===== src/rtl/spi_pkg.sv =====
// Shared constants for the SPI front end: pad idle levels and filter depth.
// Latency: n/a (package only).
// Backpressure: n/a (package only).
package spi_pkg;

    // Levels the pads are assumed to sit at while the bus is idle.
    localparam logic SCK_IDLE  = 1'b0;
    localparam logic CS_IDLE   = 1'b1;
    localparam logic MOSI_IDLE = 1'b0;

    // Consecutive clk cycles a synchronized pin must disagree with the
    // conditioned level before the conditioned level follows it.
    localparam int unsigned WAIT_DEFAULT = 3;

    // Filter counter width: wide enough to hold WAIT-1, never narrower than 1.
    function automatic int unsigned cnt_width(input int unsigned wait_cycles);
        if (wait_cycles <= 1) begin
            return 1;
        end
        return $clog2(wait_cycles);
    endfunction

endpackage


===== src/rtl/signal_conditioner.sv =====
// One pad channel: 2-flop synchronizer, persistence glitch filter, edge pulses.
// Latency: WAIT+2 clk edges from a stable pin to cond and its pulse.
// Backpressure: none; free-running, pulses are single-cycle and never held.
module signal_conditioner
    import spi_pkg::*;
#(
    parameter int unsigned WAIT      = WAIT_DEFAULT,
    parameter logic        RESET_VAL = 1'b0
) (
    input  logic clk,
    input  logic rst_n,
    input  logic noisy,
    output logic cond,
    output logic rise,
    output logic fall
);

    localparam int unsigned     CW       = cnt_width(WAIT);
    localparam logic [CW-1:0]   CNT_LAST = CW'(WAIT - 1);

    logic          s1_q,   s1_d;
    logic          s2_q,   s2_d;
    logic          cond_q, cond_d;
    logic [CW-1:0] cnt_q,  cnt_d;
    logic          rise_q, rise_d;
    logic          fall_q, fall_d;

    // Synchronizer: plain flop-to-flop chain, nothing between the stages.
    always_comb begin
        s1_d = noisy;
        s2_d = s1_q;
    end

    // Filter: count consecutive disagreements, adopt s2 once the run reaches
    // WAIT; any agreement in between discards the partial run.
    always_comb begin
        cond_d = cond_q;
        cnt_d  = '0;
        rise_d = 1'b0;
        fall_d = 1'b0;
        if (s2_q == cond_q) begin
            cnt_d = '0;
        end else if (cnt_q == CNT_LAST) begin
            cond_d = s2_q;
            cnt_d  = '0;
            rise_d = s2_q;
            fall_d = ~s2_q;
        end else begin
            cnt_d = cnt_q + CW'(1);
        end
    end

    // State register; reset parks the channel at its idle level with no pulse.
    always_ff @(posedge clk or negedge rst_n) begin
        if (!rst_n) begin
            s1_q   <= RESET_VAL;
            s2_q   <= RESET_VAL;
            cond_q <= RESET_VAL;
            cnt_q  <= '0;
            rise_q <= 1'b0;
            fall_q <= 1'b0;
        end else begin
            s1_q   <= s1_d;
            s2_q   <= s2_d;
            cond_q <= cond_d;
            cnt_q  <= cnt_d;
            rise_q <= rise_d;
            fall_q <= fall_d;
        end
    end

    // Everything leaving the channel comes straight from flops.
    always_comb begin
        cond = cond_q;
        rise = rise_q;
        fall = fall_q;
    end

endmodule


===== src/rtl/spi_input_conditioner.sv =====
// Conditions raw SCK/CS/MOSI pads into clean clk-domain levels and edge pulses.
// Latency: WAIT+2 clk edges per channel from a stable pad to level and pulse.
// Backpressure: none; outputs are registered and free-running.
module spi_input_conditioner
    import spi_pkg::*;
#(
    parameter int unsigned WAIT = WAIT_DEFAULT
) (
    input  logic clk,
    input  logic rst_n,
    input  logic sck_in,
    input  logic cs_in,
    input  logic mosi_in,
    output logic sck_cond,
    output logic cs_cond,
    output logic mosi_cond,
    output logic sck_rise,
    output logic sck_fall,
    output logic cs_fall,
    output logic cs_rise
);

    // MOSI is only ever sampled as a level, so its edge pulses have no consumer.
    logic mosi_rise_unused;
    logic mosi_fall_unused;

    signal_conditioner #(
        .WAIT      (WAIT),
        .RESET_VAL (SCK_IDLE)
    ) u_sck (
        .clk   (clk),
        .rst_n (rst_n),
        .noisy (sck_in),
        .cond  (sck_cond),
        .rise  (sck_rise),
        .fall  (sck_fall)
    );

    // CS is active-low: its fall marks frame start, its rise frame end.
    signal_conditioner #(
        .WAIT      (WAIT),
        .RESET_VAL (CS_IDLE)
    ) u_cs (
        .clk   (clk),
        .rst_n (rst_n),
        .noisy (cs_in),
        .cond  (cs_cond),
        .rise  (cs_rise),
        .fall  (cs_fall)
    );

    signal_conditioner #(
        .WAIT      (WAIT),
        .RESET_VAL (MOSI_IDLE)
    ) u_mosi (
        .clk   (clk),
        .rst_n (rst_n),
        .noisy (mosi_in),
        .cond  (mosi_cond),
        .rise  (mosi_rise_unused),
        .fall  (mosi_fall_unused)
    );

endmodule


===== config.mk =====
export PLATFORM = sky130hd
export DESIGN_NAME = spi_input_conditioner
export DESIGN_NICKNAME = d
export VERILOG_FILES = /design/src/rtl/spi_pkg.sv /design/src/rtl/signal_conditioner.sv /design/src/rtl/spi_input_conditioner.sv
export SDC_FILE = /design/constraint.sdc
export NUM_CORES = 1
export LEC_CHECK = 0
export ABC_AREA = 1
export CORE_MARGIN = 4
export CORE_UTILIZATION = 40
export CTS_BUF_LIST = sky130_fd_sc_hd__clkbuf_8 sky130_fd_sc_hd__clkbuf_16
export DETAILED_ROUTE_END_ITERATION = 8
export PLACE_DENSITY = 0.74
export REMOVE_ABC_BUFFERS = 1
export SLEW_MARGIN = 20
export SYNTH_ARGS = -nofsm -noshare
export SYNTH_HDL_FRONTEND = slang
export SYNTH_SLANG_ARGS = --single-unit

===== constraint.sdc =====
create_clock -name clk -period 0.8 [get_ports clk]
set_input_delay 0.16 -clock clk [delete_from_list [all_inputs] [get_ports clk]]
set_output_delay 0.16 -clock clk [all_outputs]
set_load 0.01 [all_outputs]

Yosys cells after proc, flatten, opt, wreduce, memory -nomap -nowiden --
Index checks and enable logic that the tools add are counted.
Storage, ports and cells: bits of input ports 5, output and inout port bits 7, flip-flop bits (word level) 19, word-level logic and storage cells 47
Cells by class: multiplexer cells 14, reduce and logical (&&, ||, !) cells 3, $add $sub $neg 3, bitwise gates (word level) 5, equality and inequality tests 6
Operators with widths (number):
- 2-bit two-way mux | 6
- 1-bit two-way mux | 8
- 2-bit by 1-bit adder with 2-bit output (second input constant) | 3
- 2-bit equality test (second input constant) | 3
- 2-bit AND reduction | 3
- 1-bit NOT | 5
- 1-bit equality test | 3

Longest topological paths before layout --
Gate-level depths: netlist of run 1.
depth after elaboration 3, mapped depth 5

Modules after synthesis --
From an unflattened synthesis of run 1, not the netlist that was laid out.
Unflattened totals: cells, all modules 66, area total of the unflattened synthesis 724.4 sq um
Modules (own cells, without submodules):
- signal_conditioner at u_mosi ... | cells an instance 22, instances 2, seq. area each 175.2 sq um, area each 240.2 sq um
- signal_conditioner at u_cs | cells an instance 22, instances 1, seq. area each 178.9 sq um, area each 244.0 sq um

Worst setup path after synthesis of run 1 --
OpenSTA, ideal clock, no wires.
path type reg-to-reg, start point reg u_cs.cond_q, in the netlist u_cs.cond, end point reg u_cs.cnt_q[0], stages on the path, launching flop included 4, setup time 0.123 ns, path slack -0.058 ns, data arrival time 0.736 ns, cell sequence dfstp_2 inv_1 nand2_1 a21oi_1
On the way: cells in the longest elaborated chain, start to end 2
Ends and longest elaborated chain:
- from (decl) | line signal_conditioner.sv:23 | logic cond_q, cond_d;
- from (signal assigned) | line signal_conditioner.sv:65 | cond_q <= cond_d;
- 1-bit equality test | line signal_conditioner.sv:41 | if (s2_q == cond_q) begin
- 2-bit two-way mux | line signal_conditioner.sv:41
- via u_cs.cnt_d[0] | line signal_conditioner.sv:24 | logic [CW-1:0] cnt_q, cnt_d;
- to (signal assigned) | line signal_conditioner.sv:66 | cnt_q <= cnt_d;
- to (decl) | line signal_conditioner.sv:24
The timed path passes the listed nets, and every way through them passes these cells. A chain may end at the register's enable or synchronous reset.

Worst setup path after layout of run 1 --
start point reg u_cs.cond_q, in the netlist u_cs.cond, end point out cs_cond
RTL lines:
- to (decl) | line spi_input_conditioner.sv:15 | output logic cs_cond,
No word-level cell between the ends.

==> flow_summary.json, run 1 <==
{
  "outcome": "finished, violations left",
  "violations": "setup timing",
  "dpl_cell_area_sq_um": 843,
  "synth_cells": 65,
  "yosysSeqAreaShare": 0.715,
  "fin_area_sq_um": 930,
  "cp.required_ps": 640,
  "die_x_um": 48.9,
  "yosysTopAreaCell": "dfrtp_1",
  "powerDensity_nw_per_um2": 3310,
  "synth_area_leaders": "dfrtp_1, dfstp_2, nand2_1",
  "grt_pass1_vias": 470,
  "ctsHoldBuffers": 0,
  "numCtsBuffers": 3,
  "synth_seq_cells": 19,
  "max_cap_violations": 0,
  "grt_antenna_before_repair": 0,
  "end_kind": "output pin",
  "core_sq_um": 1540,
  "io_pins": 12,
  "rsz0062_at_grt": "yes",
  "gp_congestion": 0.679,
  "setup.worst_path.start": "u_cs.cond$_DFFE_PN1P_",
  "via_per_inst": 4.51,
  "diodes": 0,
  "numPortBuffers": 11,
  "fmaxAchievable_mhz": 957,
  "dr.pass1.iters": 5,
  "cp.arrival_ps": 890,
  "worst-path-buf-inv": 1,
  "grt_max_degree": 20,
  "setup_violations": 16,
  "regToRegStartpoint": "u_cs.cond$_DFFE_PN1P_",
  "tns_ps": -1580,
  "drive_gt1_frac": 0.440,
  "dieArea_sq_um": 2400,
  "hold_class": "primary input to asynchronous set/reset pin",
  "tightest_slew_ps": 138,
  "leakagePower_uw": 0.000479,
  "ir_drop_uv": 1680,
  "syn2layout_area_growth_pct": 38.6,
  "netlist_area_sq_um": 671,
  "clockRootBuffer": "clkbuf_8",
  "grt_pass1_wl_um": 1980,
  "hold_viol_final": 0,
  "fin_crit_sh": 1.31,
  "drcViolationCount": 0,
  "ys_warn_count": 0,
  "clock_skew_ps": 1.17,
  "avgSynthCellArea_sq_um": 10.3,
  "drt_wl_total_um": 1040,
  "slowest_stage": "dfstp_2",
  "cpLargestDelayFamily": "flip-flops",
  "worstSkewPairLatency_ps": 250,
  "drv_slew": 0,
  "path_max_fanout": 2,
  "fp.dieH_um": 48.9,
  "grt_overflow": 0,
  "relSlewSlack": 0.908,
  "synth.top_cell.area_share": 0.597,
  "worst_slack_ps": -245,
  "clock_path_buffers": 2,
  "cp_cell_sequence": "buf_6",
  "cts_max_level": 1,
  "cts_tree": "built",
  "nets": 90,
  "clock-sinks": 19,
  "vias": 451,
  "holdWs_ps": 243,
  "period_minus_slack_ps": 1050,
  "slowest_delay_ps": 540,
  "clk_pin_slew_ps": 60,
  "initial_core_util": 0.435,
  "antenna_left": 0,
  "synth_cell_type_count": 9,
  "startpoint_type": "flip-flop",
  "critical_path_class": "flip-flop to output pin",
  "drt-wirelength-per-cell_um": 10.4,
  "drt_iter0_markers": 1,
  "grtUsageTotal": 0.107,
  "dp_hpwl_um": 723,
  "rows": 14
}
==> synthesized netlist by cell type <==
cell type  count
dfstp_2        3
a21oi_1        4
nand2_2        4
inv_1         13
o21ai_1        2
nor2_1         6
dfrtp_1       16
nand3_1        1
nand2_1       16
==> cell type report <==
type | instances | area, sq um
tap | 16 | 20.0
multi-input combinational | 33 | 194
inverter | 13 | 53.8
fill | 123 | 612
clock inverter | 1 | 3.75
timing repair buffer | 15 | 138
clock buffer | 3 | 41.3
sequential | 19 | 479
==> sequential cells by signal, summed over array words and instances, names as in the netlist <==
signal	flops
u_cs.cnt_q	2
u_mosi.cnt_q	2
u_sck.cnt_q	2
u_cs.cond	1
u_cs.fall	1
u_cs.rise	1
u_cs.s1_q	1
u_cs.s2_q	1
u_mosi.cond	1
u_mosi.s1_q	1
u_mosi.s2_q	1
u_sck.cond	1
u_sck.fall	1
u_sck.rise	1
u_sck.s1_q	1
u_sck.s2_q	1
==> per-layer routing <==
layer,GRT usage,share of wire
met5,0,0
met4,0.0807,0.0096
met3,0.0183,0.033
met2,0.189,0.53
met1,0.111,0.43
==> timing repair <==
item / CTS / global route
gates resized for setup: 40 / 14
pin swaps: 4 / 6
buffers inserted: 1 / 0
setup endpoints to repair: 18 / 19
==> where the power goes <==
group	total, uW	internal (uW)	switching, uW
logic	1120	511	607
clock network	618	340	278
registers	1350	1210	141
==> layout by cell type, fill, tap and decap left out, types with 2 or more instances in the layout <==
master | synthesis | final
dfstp_2 | 3 | 3
buf_6 | 0 | 4
nand2_2 | 4 | 7
inv_4 | 0 | 2
nor2_1 | 6 | 5
inv_2 | 0 | 2
clkdlybuf4s50_1 | 0 | 4
buf_2 | 0 | 5
nand2_1 | 16 | 10
dfrtp_1 | 16 | 16
nand2_4 | 0 | 3
clkbuf_8 | 0 | 3
a21oi_2 | 0 | 4
inv_1 | 13 | 10
==> stage by stage <==
step           power [uW]  setup WS, ps  utilization  instances
6_report             3080          -245        0.603        100
5_1_grt              3350          -282        0.603        100
4_1_cts              2990          -249        0.584        101
3_5_place_dp         2230          -396        0.547         96
3_3_place_gp         2180          -391        0.547         96
2_1_floorplan        1810         -58.5            -         65
==> final timing paths <==
check | slack (ps) | endpoint | depth (start not counted)
worst max-delay path | -250 | cs_cond | 1
worst min-delay path | 240 | u_cs.fall$_DFF_PN0_ | 2
worst max register to register | -180 | u_cs.cnt_q[0]$_DFF_PN0_ | 4
worst min register to register | 350 | u_mosi.s2_q$_DFF_PN0_ | 0
max in group asynchronous | 350 | u_cs.s2_q$_DFF_PN1_ | 2
min in group clk | 310 | u_cs.s1_q$_DFF_PN1_ | 1
==> kinds of logic after synthesis <==
group / count (synthesis) / synth area share
buffers and inverters: 13 / 0.0728
AOI/OAI and AO/OA: 6 / 0.0448
DFF: 19 / 0.715
and+or+nand+nor: 27 / 0.168
Note: power is estimated with default switching activity, not from simulation.
==> run 2, diff against run 1 <==
--- a/config.mk
+++ b/config.mk
@@ -16,3 +16,4 @@
 export SYNTH_ARGS = -nofsm -noshare
 export SYNTH_HDL_FRONTEND = slang
 export SYNTH_SLANG_ARGS = --single-unit
+export TNS_END_PERCENT = 20
==> run 2 against run 1 <==
Compared with the run above: the flow still finishes with violations (setup timing); flip-flop and latch count unchanged; sequential power hardly changed; die area is the same; critical path depth unchanged; sequential share of layout area up 2.9 points; register-to-register slack better by 20 ps; non-clock buffer count did not move; core utilization shrank 3.2 points; total power down 6.3%; critical path type unchanged; highest routed layer unchanged.
==> flow_summary.json, run 2 (synthesis gave the netlist of run 1 again) <==
{
  "cts_setup_buffers": 0,
  "cts_max_level": 1,
  "postLayoutCoreUtil": 0.571,
  "dieArea_sq_um": 2400,
  "core_sq_um": 1540,
  "path_max_fanout": 2,
  "rows": 14,
  "hold_viol_final": 0,
  "grt_antenna_before_repair": 0,
  "power.share.clock": 0.217,
  "drcViolationCount": 0,
  "grt_max_degree": 20,
  "antenna_left": 0,
  "numPortBuffers": 11,
  "initial_core_util": 0.435,
  "cpLargestDelayFamily": "flip-flops",
  "violations": "setup timing",
  "most-common-layout-cells": "dfrtp_1, nand2_1, inv_1",
  "drv_slew": 0,
  "grt_pass1_vias": 438,
  "gp_congestion": 0.679,
  "diodes": 0,
  "numCtsBuffers": 3,
  "dp_hpwl_um": 723,
  "fin_crit_sh": 1.30,
  "cp_cell_sequence": "buf_6",
  "end_kind": "output pin",
  "clock_path_buffers": 2,
  "setup_violations": 14,
  "startpoint_type": "flip-flop",
  "tns_ps": -1480,
  "drt_iter0_markers": 6,
  "grtUsageTotal": 0.0998,
  "io_pins": 12,
  "syn2layout_area_growth_pct": 31.3,
  "route.met2.wl_um": 476,
  "worst_slack_ps": -241,
  "clock_skew_ps": 1.04,
  "slowest_stage": "dfstp_2",
  "critical_path_class": "flip-flop to output pin",
  "ir_drop_uv": 1630,
  "vias": 457,
  "fmaxAchievable_mhz": 961,
  "wl_met3_um": 32,
  "drive_gt1_frac": 0.345,
  "grt_pass1_wl_um": 1820,
  "drt_wl_total_um": 962,
  "wl_met1_um": 415,
  "nets": 90,
  "cp.required_ps": 640,
  "via_per_inst": 4.57,
  "drt-wirelength-per-cell_um": 9.62,
  "cp.arrival_ps": 880,
  "worst-path-buf-inv": 1,
  "reg_top3": "u_cs.cnt_q (2), u_mosi.cnt_q (2), u_sck.cnt_q (2)",
  "top_layer": "met4",
  "powerDensity_nw_per_um2": 3280,
  "period_minus_slack_ps": 1040,
  "dp_cells": 96,
  "fp.dieH_um": 48.9,
  "clk_pin_slew_ps": 60,
  "pwr-share-comb": 0.323,
  "max_cap_violations": 0,
  "swShare": 0.320,
  "ctsHoldBuffers": 0,
  "rsz0062_at_grt": "yes",
  "switchingPower_uw": 923,
  "p_seq_frac": 0.460,
  "finalPower_uw": 2890,
  "worstSkewPairLatency_ps": 250,
  "hold_class": "primary input to asynchronous set/reset pin",
  "relSlewSlack": 0.918,
  "clock-sinks": 19,
  "cts_tree": "built",
  "finalNonFillerCells": 100,
  "slowest_delay_ps": 540,
  "outcome": "finished, violations left",
  "pre_cts_ws_ps": -396,
  "final_common_cell": "dfrtp_1",
  "tightest_slew_ps": 124,
  "leakagePower_uw": 0.000460,
  "dr.pass1.iters": 4,
  "intPower_uw": 1960,
  "grt_overflow": 0,
  "clockRootBuffer": "clkbuf_8",
  "die_x_um": 48.9
}
[run 2: cell count changes in the layout (fill, tap and decap cells not counted), moves of 2 or more]
cell / delta
a21oi_2: -2
nand2_1: +3
buf_6: -2
nand2_4: -3
a21oi_1: +2
[run 2: power groups by stage]
stage | registers, uW | clock network (uW) | logic (uW)
after floorplan | 1390 | 0 | 418
after global placement | 1320 | 0 | 862
after detailed placement | 1330 | 0 | 905
after CTS | 1320 | 652 | 880
after global routing | 1350 | 701 | 1080
final | 1330 | 627 | 932
[run 2: cell type report]
class / instances / area [sq um]
clock buffers: 3 / 41.3
multi-input cells: 33 / 158
well taps: 16 / 20.0
inverters: 13 / 51.3
repair buffers: 15 / 128
fillers: 130 / 661
clock inverters: 1 / 3.75
flip-flops and latches: 19 / 479
[run 2: what timing repair did]
item / CTS / global route
pin swaps: 2 / 1
setup endpoints to repair: 18 / 19
resized for setup: 32 / 7
hold endpoints to repair: 0 / 0
[run 2: routing by layer]
metal | vias to the layer above | track usage
met5 | - | 0
met4 | 0 | 0.0807
met3 | 5 | 0.0183
met2 | 12 | 0.165
met1 | 212 | 0.110
li1 | 228 | -
[run 2: path summary, 6_finish.rpt]
path,startpoint,to,slack (ps),cells after the start
worst max-delay path,u_cs.cond$_DFFE_PN1P_,cs_cond,-240,1
worst min-delay path,rst_n,u_cs.fall$_DFF_PN0_,240,2
worst max register to register,u_cs.cond$_DFFE_PN1P_,u_cs.cnt_q[1]$_DFF_PN0_,-160,3
worst min register to register,u_sck.s1_q$_DFF_PN0_,u_sck.s2_q$_DFF_PN0_,350,0
max in group asynchronous,rst_n,u_cs.s2_q$_DFF_PN1_,350,2
min in group clk,cs_in,u_cs.s1_q$_DFF_PN1_,310,1
[run 2: metrics by stage]
step / hold slack [ps] / cell area [sq um]
floorplan: -136 / 671
global placement: 335 / 843
detailed placement: 339 / 843
CTS: 239 / 866
global route: 244 / 881
finish: 240 / 881
==> run 3, diff against run 2 <==
--- a/config.mk
+++ b/config.mk
@@ -9,11 +9,13 @@
 export CORE_MARGIN = 4
 export CORE_UTILIZATION = 40
 export CTS_BUF_LIST = sky130_fd_sc_hd__clkbuf_8 sky130_fd_sc_hd__clkbuf_16
+export CTS_CLUSTER_DIAMETER = 120
 export DETAILED_ROUTE_END_ITERATION = 8
-export PLACE_DENSITY = 0.74
+export PLACE_DENSITY = 0.73
 export REMOVE_ABC_BUFFERS = 1
 export SLEW_MARGIN = 20
 export SYNTH_ARGS = -nofsm -noshare
 export SYNTH_HDL_FRONTEND = slang
+export SYNTH_HIERARCHICAL = 1
 export SYNTH_SLANG_ARGS = --single-unit
 export TNS_END_PERCENT = 20
==> run 3 against run 2 <==
Compared with the run above: the flow still finishes with violations (setup timing); combinational power is 4.9% higher; wire length is 18% higher; critical path depth stayed put; non-clock buffer count is 1 higher; clock-buffer cell count stayed put; register-to-register slack worse by 70 ps; sequential share of layout area is 0.54 points lower; synthesized area is 0.56% lower; largest power group unchanged.
==> flow_summary.json, run 3 <==
{
  "hold_viol_final": 0,
  "cts_tree": "built",
  "max_cap_violations": 0,
  "startpoint_type": "flip-flop",
  "drive_gt1_frac": 0.402,
  "gp_congestion": 0.680,
  "dp_cells": 93,
  "clockRootBuffer": "clkbuf_8",
  "drcViolationCount": 0,
  "swShare": 0.326,
  "drt-wirelength-per-cell_um": 11.6,
  "via_per_inst": 4.78,
  "dr.pass1.iters": 4,
  "worst-path-buf-inv": 1,
  "rsz0062_at_grt": "yes",
  "initial_core_util": 0.433,
  "fillers": 132,
  "nets": 88,
  "ir_drop_uv": 1570,
  "synth_cells": 62,
  "clock_skew_ps": 1.84,
  "numPortBuffers": 11,
  "reg_top3": "u_cs/cnt_q (2), u_mosi/cnt_q (2), u_sck/cnt_q (2)",
  "diodes": 0,
  "pre_cts_ws_ps": -416,
  "die_x_um": 48.8,
  "avgSynthCellArea_sq_um": 10.8,
  "cp.required_ps": 640,
  "p_seq_frac": 0.448,
  "fp.dieH_um": 48.8,
  "cp.arrival_ps": 890,
  "worst_slack_ps": -251,
  "outcome": "finished, violations left",
  "path_max_fanout": 2,
  "period_minus_slack_ps": 1050,
  "cts_max_level": 1,
  "final_common_cell": "dfrtp_1",
  "rows": 14,
  "drt_iter0_markers": 2,
  "setup_violations": 16,
  "intPower_uw": 1970,
  "io_pins": 12,
  "leakagePower_uw": 0.000455,
  "grt_max_degree": 20,
  "most-common-layout-cells": "dfrtp_1, inv_1, nand2_1",
  "drt_wl_total_um": 1140,
  "cpLargestDelayFamily": "flip-flops",
  "pwr-share-comb": 0.335,
  "dp_hpwl_um": 767,
  "dieArea_sq_um": 2380,
  "regArea_sq_um": 479,
  "antenna_left": 0,
  "relSlewSlack": 0.902,
  "core_sq_um": 1540,
  "syn2layout_area_growth_pct": 33.4,
  "ys_warn_count": 6,
  "fin_area_sq_um": 890,
  "clock-sinks": 19,
  "slowest_stage": "dfstp_2",
  "dpl_cell_area_sq_um": 840,
  "grt_pass1_wl_um": 1900,
  "critical_path_class": "flip-flop to output pin",
  "tightest_slew_ps": 146,
  "violations": "setup timing",
  "grt_pass1_vias": 483,
  "grtUsageTotal": 0.105,
  "grt_antenna_before_repair": 0,
  "powerDensity_nw_per_um2": 3280,
  "switchingPower_uw": 951,
  "multi_input_area_sq_um": 165,
  "fmaxAchievable_mhz": 951,
  "clock_path_buffers": 2,
  "slowest_delay_ps": 540,
  "finalPower_uw": 2920,
  "vias": 468,
  "holdWs_ps": 248,
  "fin_crit_sh": 1.31,
  "numCtsBuffers": 3,
  "drv_slew": 0,
  "cp_cell_sequence": "buf_6",
  "grt_overflow": 0,
  "netlist_area_sq_um": 667,
  "power.share.clock": 0.217,
  "worstSkewPairLatency_ps": 250,
  "clk_pin_slew_ps": 70,
  "finalNonFillerCells": 98,
  "end_kind": "output pin",
  "hold_class": "primary input to asynchronous set/reset pin"
}
-- run 3: cell count changes in the layout (fill, tap and decap cells not counted), sizes merged --
cell	change
inv	-1
buf	+1
nand2	-2
a21oi	+2
nand3	-1
nor2	-2
o21ai	+1
-- run 3: timing repair --
item | in CTS | in global routing
resized for setup | 31 | 8
pin swaps | 2 | 2
endpoints found under the setup margin | 17 | 18
setup buffers | 0 | 1
hold buffers | 0 | 0
-- run 3: area by class of cell --
class | instances | area share
clock buffers | 3 | 0.0464
clock inverters | 1 | 0.00422
inverters | 12 | 0.0506
multi-input cells | 31 | 0.186
flip-flops and latches | 19 | 0.539
well taps | 16 | 0.0225
repair buffers | 16 | 0.152
-- run 3: final timing paths --
| kind | endpoint | start | slack (ps) | depth (start not counted) |
|---|---|---|---|---|
| worst min register to register | u_sck/s2_q$_DFF_PN0_ | u_sck/s1_q$_DFF_PN0_ | 350 | 0 |
| worst max register to register | u_cs/cnt_q[0]$_DFF_PN0_ | u_cs/cond$_DFFE_PN1P_ | -230 | 5 |
| worst min-delay path | u_cs/cnt_q[1]$_DFF_PN0_ | rst_n | 250 | 2 |
| worst max-delay path | cs_cond | u_cs/cond$_DFFE_PN1P_ | -250 | 1 |
| max in group asynchronous | u_cs/s2_q$_DFF_PN1_ | rst_n | 340 | 2 |
| min in group clk | u_cs/s1_q$_DFF_PN1_ | cs_in | 310 | 1 |
-- run 3: power groups by stage --
stage	clock network [uW]	logic, uW	registers [uW]
floorplan	0	389	1380
global placement	0	835	1310
detailed placement	0	878	1320
CTS	660	844	1310
global route	700	1070	1340
finish	634	978	1310
-- run 3: layer usage --
metal,vias to the layer above,global-route usage,part of all wire
met3,2,0.0459,0.066
met1,224,0.118,0.41
met4,0,0.0717,0.017
met5,-,0,0
li1,226,-,-
met2,16,0.159,0.51
-- run 3: stage by stage --
stage | TNS, ps | util
2_1_floorplan | -157 | -
3_3_place_gp | -2010 | 0.545
3_5_place_dp | -2250 | 0.545
4_1_cts | -1660 | 0.558
5_1_grt | -2600 | 0.577
6_report | -1930 | 0.577
-- run 3: worst reg2reg max path: stages (launching register included) --
cell and delay (ps):
dfstp_2 540, buf_4 100, buf_6 90, inv_2 30, nand2_2 80, a21oi_2 70
